[src/rtl/sfifo_ext_pkg.sv]
// Shared types and helpers for the sfifo_ext single-clock FIFO.
// Status flags live here so every FIFO variant derives them the same way.
package sfifo_ext_pkg;

    typedef struct packed {
        logic wfull;
        logic afull;
        logic rempty;
        logic aempty;
    } flags_t;

    function automatic flags_t calc_flags(input int level, input int depth,
                                          input int afull_lvl, input int aempty_lvl);
        flags_t f;
        f.wfull  = (level == depth);
        f.afull  = (level >= afull_lvl);
        f.rempty = (level == 0);
        f.aempty = (level <= aempty_lvl);
        return f;
    endfunction

endpackage

[src/rtl/sfifo_ext_ram.sv]
// Register-array storage for sfifo_ext: one write port, asynchronous read, no reset.
module sfifo_ext_ram #(
    parameter int abits = 3,
    parameter int dbits = 32
) (
    input  logic             i_clk,
    input  logic             we,
    input  logic [abits-1:0] waddr,
    input  logic [dbits-1:0] wdata,
    input  logic [abits-1:0] raddr,
    output logic [dbits-1:0] rdata
);

    logic [dbits-1:0] mem [1 << abits];

    always_ff @(posedge i_clk) begin
        if (we) begin
            mem[waddr] <= wdata;
        end
    end

    assign rdata = mem[raddr];

endmodule

[src/rtl/sfifo_ext.sv]
// Single-clock FIFO with registered or first-word-fall-through read, fill level and thresholds.
// Optional sticky overflow/underflow flags are built when SFIFO_EXT_ERR_EN is defined.
module sfifo_ext
    import sfifo_ext_pkg::*;
#(
    parameter int abits      = 3,
    parameter int dbits      = 32,
    parameter int fwft       = 0,
    parameter int afull_lvl  = (1 << abits) - 1,
    parameter int aempty_lvl = 1
) (
    input  logic             i_clk,
    input  logic             i_nrst,
`ifdef SFIFO_EXT_ERR_EN
    input  logic             i_err_clr,
    output logic             o_ovf,
    output logic             o_udf,
`endif
    input  logic             i_wr,
    input  logic [dbits-1:0] i_wdata,
    output logic             o_wfull,
    output logic             o_afull,
    input  logic             i_rd,
    output logic [dbits-1:0] o_rdata,
    output logic             o_rvalid,
    output logic             o_rempty,
    output logic             o_aempty,
    output logic [abits:0]   o_level
);

    localparam int DEPTH = 1 << abits;
    localparam int PW    = abits + 1;

    typedef struct packed {
        logic [abits:0]   wptr;
        logic [abits:0]   rptr;
        logic [abits:0]   level;
        flags_t           flags;
        logic [dbits-1:0] rdata;
        logic             rvalid;
    } regs_t;

    localparam regs_t REGS_RST = '{
        wptr:   '0,
        rptr:   '0,
        level:  '0,
        flags:  calc_flags(0, DEPTH, afull_lvl, aempty_lvl),
        rdata:  '0,
        rvalid: 1'b0
    };

    regs_t            r;
    logic             we;
    logic             re;
    logic [abits:0]   level_next;
    logic [dbits-1:0] ram_rdata;

    // Full and empty are never bypassed, even when the opposite side is active.
    assign we         = i_wr & ~r.flags.wfull;
    assign re         = i_rd & ~r.flags.rempty;
    assign level_next = r.level + PW'(we) - PW'(re);

    sfifo_ext_ram #(
        .abits (abits),
        .dbits (dbits)
    ) u_ram (
        .i_clk (i_clk),
        .we    (we),
        .waddr (r.wptr[abits-1:0]),
        .wdata (i_wdata),
        .raddr (r.rptr[abits-1:0]),
        .rdata (ram_rdata)
    );

    always_ff @(posedge i_clk) begin
        if (!i_nrst) begin
            r <= REGS_RST;
        end else begin
            r.wptr  <= r.wptr + PW'(we);
            r.rptr  <= r.rptr + PW'(re);
            r.level <= level_next;
            r.flags <= calc_flags(int'(level_next), DEPTH, afull_lvl, aempty_lvl);
            r.rvalid <= re;
            if (re) begin
                r.rdata <= ram_rdata;
            end
        end
    end

    // In FWFT mode the head entry is presented straight from the array.
    assign o_rdata  = (fwft != 0) ? ram_rdata : r.rdata;
    assign o_rvalid = (fwft != 0) ? ~r.flags.rempty : r.rvalid;
    assign o_wfull  = r.flags.wfull;
    assign o_afull  = r.flags.afull;
    assign o_rempty = r.flags.rempty;
    assign o_aempty = r.flags.aempty;
    assign o_level  = r.level;

`ifdef SFIFO_EXT_ERR_EN
    logic ovf;
    logic udf;

    // A new error in the same cycle as a clear keeps the flag set.
    always_ff @(posedge i_clk) begin
        if (!i_nrst) begin
            ovf <= 1'b0;
            udf <= 1'b0;
        end else begin
            if (i_wr && r.flags.wfull) begin
                ovf <= 1'b1;
            end else if (i_err_clr) begin
                ovf <= 1'b0;
            end
            if (i_rd && r.flags.rempty) begin
                udf <= 1'b1;
            end else if (i_err_clr) begin
                udf <= 1'b0;
            end
        end
    end

    assign o_ovf = ovf;
    assign o_udf = udf;
`endif

endmodule
[config.mk]
export PLATFORM = sky130hd
export DESIGN_NAME = sfifo_ext
export DESIGN_NICKNAME = d
export VERILOG_FILES = /design/src/rtl/sfifo_ext_pkg.sv /design/src/rtl/sfifo_ext_ram.sv /design/src/rtl/sfifo_ext.sv
export SDC_FILE = /design/constraint.sdc
export NUM_CORES = 1
export LEC_CHECK = 0
export ABC_AREA = 0
export BUFFER_PORTS_ARGS = -buffer_cell sky130_fd_sc_hd__buf_2
export CORE_MARGIN = 3
export CORE_UTILIZATION = 54
export DETAILED_ROUTE_END_ITERATION = 10
export GPL_TIMING_DRIVEN = 0
export PLACE_DENSITY = 0.75
export SLEW_MARGIN = 20
export SYNTH_ARGS = -nofsm -noshare
export SYNTH_HDL_FRONTEND = slang
export SYNTH_SLANG_ARGS = --single-unit
[constraint.sdc]
create_clock -name i_clk -period 3.1 [get_ports i_clk]
set_input_delay 0.155 -clock i_clk [delete_from_list [all_inputs] [get_ports i_clk]]
set_output_delay 0.155 -clock i_clk [all_outputs]
set_load 0.1 [all_outputs]
**After elaboration in Yosys (flattened, before gate mapping)**

Memories as Yosys holds them, arrays and structs flattened. A register that Yosys moved wholly into a read port is not among the register bits.
Index checks and enable logic that the tools add are counted.

- Bits of input ports: 36
- Output and inout port bits: 41
- Memories: 1
- Memory bits (writable): 256
- Flip-flop bits (word level): 17
- Word-level logic and storage cells: 24

- $add $sub $neg: 4
- Muxes and demuxes: 2
- Magnitude comparators: 2
- Bitwise operators: 4
- Reduce and logical (&&, ||, !) cells: 2
- Eq/ne operators: 1

Memory list:

| name | words | bits a word | read ports | clocked after Yosys merged registers in | write ports | line | text |
|---|---|---|---|---|---|---|---|
| u_ram.mem | 8 | 32 | 1 | 1 | 1 | sfifo_ext_ram.sv:14 | `logic [dbits-1:0] mem [1 << abits];` |

Operator list:

| operator | number |
|---|---|
| adder 4 x 1 -> 4 bit | 3 |
| equality test 4 bit (second input constant) | 1 |
| >= comparator 4 x 3 -> 1 bit (second input constant) | 1 |
| less-or-equal comparator 4 x 1 -> 1 bit (second input constant) | 1 |
| zero test 4 bit | 1 |
| subtractor 4 x 1 -> 4 bit | 1 |
| bitwise AND 1 bit | 2 |
| 2-to-1 mux 1 bit | 2 |
| inverter 1 bit | 2 |
| zero test 1 bit | 1 |

**Logic depth before layout (Yosys ltp)**

- Depth after elaboration: 5
- Mapped depth: 10
- Depth with buffers taken out: 8

**By module**

From an unflattened synthesis, not the netlist that was laid out.

- Cell total of the unflattened synthesis: 621
- Area total of the unflattened synthesis: 11941.5 µm²

By module, submodules not included:

| module | sequential area each (µm²) | area each (µm²) | cells each | times used |
|---|---|---|---|---|
| sfifo_ext_ram | 7687.4 | 9825.7 | 383 | 1 |
| sfifo_ext | 940.9 | 2115.8 | 238 | 1 |

**Least setup slack after synthesis**

No wires, ideal clock.

- Path type: register -> register
- Start: reg r, in the netlist o_wfull
- End: mem u_ram.mem[1][0], enable pin
- Period minus slack after synthesis: 3.856 ns
- Arrival: 3.395 ns
- Required time: 2.639 ns
- Stages on the path, launching flop included: 4
- Path slack: -0.756 ns
- Setup time: 0.461 ns
- Buffers on the path: 0
- Cells stage by stage: dfxtp_1 > nor2b_1 > nand2_1 > nor3_1

- Longest elaborated chain between the ends: 4

RTL lines:

| element | line | text |
|---|---|---|
| start: declaration | sfifo_ext.sv:52 | `regs_t r;` |
| inverter 1 bit | sfifo_ext.sv:59 | `assign we = i_wr & ~r.flags.wfull;` |
| bitwise AND 1 bit | sfifo_ext.sv:59 |  |
| 2-to-1 mux 1 bit | sfifo_ext_ram.sv:17 | `if (we) begin` |
| 2-to-1 mux 1 bit (not written as such) | sfifo_ext_ram.sv:18 | `mem[waddr] <= wdata;` |
| end: declaration | sfifo_ext_ram.sv:14 |  |

Every way passes these cells.

**Final worst setup path**

- Start: reg r, in the netlist o_rempty
- End: reg r, in the netlist o_wfull

- Longest elaborated chain between the ends: 4

RTL lines:

| element | line | text |
|---|---|---|
| inverter 1 bit | -- |  |
| bitwise AND 1 bit | sfifo_ext.sv:60 | `assign re = i_rd & ~r.flags.rempty;` |
| subtractor 4 x 1 -> 4 bit | sfifo_ext.sv:61 | `assign level_next = r.level + PW'(we) - PW'(re);` |
| equality test 4 bit | sfifo_ext_pkg.sv:15 | `f.wfull = (level == depth);` |

Every way passes these cells.
A chain may end at the register's enable or synchronous reset.

==> flow_summary.toml <==
[outcome]
status = "completed"

[pwr]
pwr-share-comb_pct = 28.7
internal_power_mw = 7.78
vdd_drop_max_uv = 604
powerDensity_nw_per_um2 = 827
switching_power_mw = 3.80
clkPwrFrac_pct = 28.3
seq_power_share_pct = 43.1
p_sw_share_pct = 32.8
finalPower_mw = 11.6
leakagePower_nw = 4.99

[clock_tree]
cts_made_buffers = 29
clkTransAtPathRegs_ns = 0.06
clk_root_buffer_cell = "clkbuf_16"
h-tree-depth = 1
cts_tree = "built"
numClockSinks = 303
cts_max_path_buffers = 3
postCtsResizedCells = 0
clk_latency_ns = 0.53

[routing]
drt_iter0_drc = 602
via_per_inst = 5.62
drt_pass1_iterations = 5
ant_nets = 0
wire_per_inst_um = 21.2
drcViolationCount = 0
via_count = 6607
wl_um = 24900

[sta]
hold_violations = 0
fmax_ghz = 0.365
setup_viol = 0
setup-tns-final_ns = 0
fin_skew_ns = 0.00709
tightest_slew_ns = 0.755
rsz0062_at_grt = "false"
fin_crit_sh_pct = 88.5
layout_min_cycle_time_ns = 2.74
slew_viol_final = 0
maxSlewHeadroom_pct = 49.5

[global_route]
overflow = 0
antenna_found_initial = 0
grt_pass1_vias = 6726
grtUsageTotal_pct = 21.0
grt_pass1_wl_um = 38500
grt_max_degree = 21

[synth]
synth_largest_area_cell = "edfxtp_1"
synth_edf_count = 256
syn_inst = 728
ys_ff_latch = 303
yosysTopAreaCellShare_pct = 65.1
muxShareOfSynthArea_pct = 10.8
synth_compound_area_share_pct = 7.05
synth.area.top_cells = "edfxtp_1 65%, mux2i_1 11%, dfxtp_1 8.0%"
synth.distinct_cells = 32
syn_nets = 771
avgSynthCellArea_um2 = 16.2
synthAdderAreaFrac_pct = 0.805
yosys.area_share.simple_pct = 2.56
synth_xor_area_share_pct = 0.519
yosysWarnings = 0
synth_top_family_by_area = "multiplexers"
synth_area_um2 = 11800
yosysSeqAreaShare_pct = 73.0
yosys_most_used_dff = "edfxtp_1"
synth_async_sr_flop_share_pct = 0

[setup_path]
reg2reg_from = "o_rempty$_SDFF_PN1_"
r2r_slack_ns = 0.36
critPathCaptureType = "flop"
worst_path_max_delay_cell = "clkbuf_1"
setup.worst_path.start_class = "flop"
cp_common_cell = "xor2_1"
crit_chain = "nor2b_1 -> buf_2 -> clkbuf_1 -> xor2_1 -> ha_1 -> inv_1 -> fa_1 -> xor2_1 -> nand2_1 -> nor4b_1"
worstSetupPathType = "flop to flop"
slowest_delay_ns = 0.46
critPathArrivalTime_ns = 3.17
cp_max_fo = 10
r2r_cells = 10
cp.required_ns = 3.52
r2r_end = "o_wfull$_SDFF_PN0_"

[placed_design]
place_congestion = 0.727
port_buffers = 76
dp_hpwl_um = 15600

[die]
die_area_um2 = 23700
core-area_um2 = 21300
ios = 77
start_util_pct = 55.5
die_h_um = 154
fp-row-count = 53
die_w_um = 154

[hold_path]
hp-class = "primary input to flop"
whs_endpoint = "r[45]$_SDFF_PN0_"
hold_start = "i_wr"
min_path_cells = 4

[final_layout]
most-common-layout-cells = "256 x edfxtp_1, 128 x mux2i_1, 87 x buf_2"
multi_input_area_um2 = 2640
layout_commonest_cell = "edfxtp_1"
nets = 921
area_growth_pct = 18.6
final_core_util_pct = 65.8
seqCellArea_um2 = 8630
drive_gt1_share_pct = 21.8
diodes = 0
fill_cells = 1456

[job]
drv_cap = 0
## final cells by class
cell class | count | share of cell area (%)
flip-flops and latches | 303 | 61.6
multi-input cells | 342 | 18.8
repair buffers | 119 | 6.46
clock buffers | 39 | 5.45
plain buffers | 78 | 4.24
well taps | 275 | 2.46
clock inverters | 14 | 0.839
inverters | 5 | 0.134
## Yosys cell counts (5+ instances only)
| cell type | instances |
|---|---|
| a21oi_1 | 33 |
| edfxtp_1 | 256 |
| a22oi_1 | 64 |
| mux2i_1 | 128 |
| and2_1 | 8 |
| nand2_1 | 35 |
| buf_2 | 11 |
| nor2_1 | 12 |
| ha_1 | 6 |
| dfxtp_1 | 47 |
| buf_12 | 5 |
| buf_4 | 37 |
| clkbuf_1 | 14 |
| o21ai_0 | 32 |
| xnor2_1 | 5 |
## cells by family (layout without fill, tap and decap cells)
kind of cell | after synthesis | after routing
multiplexers | 128 | 128
flip-flops | 303 | 303
AND/OR/NAND/NOR | 67 | 67
adder cells (fa/ha/maj) | 7 | 7
XOR/XNOR | 7 | 7
AO/OA/AOI/OAI | 133 | 133
buffers and inverters | 83 | 255
## critical path: cells and delay by family (launching register included)
kind,cells,cell delay [ns]
xor+xnor,2,0.44
fa+ha+maj,2,0.56
buf+inv,3,0.80
flops,1,0.32
simple gates,3,0.52
## layer usage
layer	up-vias	global-route usage, %	routed length [µm]
li1	3048	-	-
met1	3289	29.2	10500
met2	230	35.1	12400
met3	40	3.18	1450
met4	0	5.68	518
met5	-	0	0
## worst max path at each step
| stage | slack [ns] | end | depth (start not counted) | start |
|---|---|---|---|---|
| floorplan | 0.1 | u_ram.mem[7][0]$_DFFE_PP_ | 3 | o_wfull$_SDFF_PN0_ |
| global placement | -0.85 | u_ram.mem[5][8]$_DFFE_PP_ | 3 | o_wfull$_SDFF_PN0_ |
| detailed placement | 0.34 | o_wfull$_SDFF_PN0_ | 10 | o_rempty$_SDFF_PN1_ |
| CTS | 0.32 | o_wfull$_SDFF_PN0_ | 10 | o_rempty$_SDFF_PN1_ |
| global route | 0.01 | o_wfull$_SDFF_PN0_ | 10 | o_rempty$_SDFF_PN1_ |
| finish | 0.36 | o_wfull$_SDFF_PN0_ | 10 | o_rempty$_SDFF_PN1_ |
## registers in the layout, summed over array words and instances (netlist names)
register / flops
o_aempty: 1
o_afull: 1
o_wfull: 1
o_rempty: 1
r: 6
u_ram.mem: 256
o_rdata: 32
o_rvalid: 1
o_level: 4
## power by group through the flow
stage | clock network (mW) | logic, mW | registers (mW)
after floorplan | 0 | 2.43 | 5.20
after global placement | 0 | 3.18 | 5.07
after detailed placement | 0 | 3.29 | 5.07
after CTS | 3.33 | 3.34 | 4.99
after global routing | 3.51 | 3.52 | 5.02
final | 3.28 | 3.32 | 4.99
## timing repair
action,in CTS,in global routing
buffers inserted,0,0
hold buffers,33,0
hold endpoints to repair,257,0
setup endpoints to repair,0,0
## per-stage QoR
stage | instances | instance area [µm²] | hold slack [ns] | setup slack [ns]
5_1_grt | 1175 | 14000 | 0.321 | 0.0143
6_report | 1175 | 14000 | 0.306 | 0.357
3_3_place_gp | 1079 | 12500 | 0.417 | -0.850
2_1_floorplan | 728 | 11800 | 0.254 | 0.0988
4_1_cts | 1175 | 14000 | 0.291 | 0.322
3_5_place_dp | 1089 | 12800 | 0.425 | 0.337
Power figures use the tool's default switching activity.
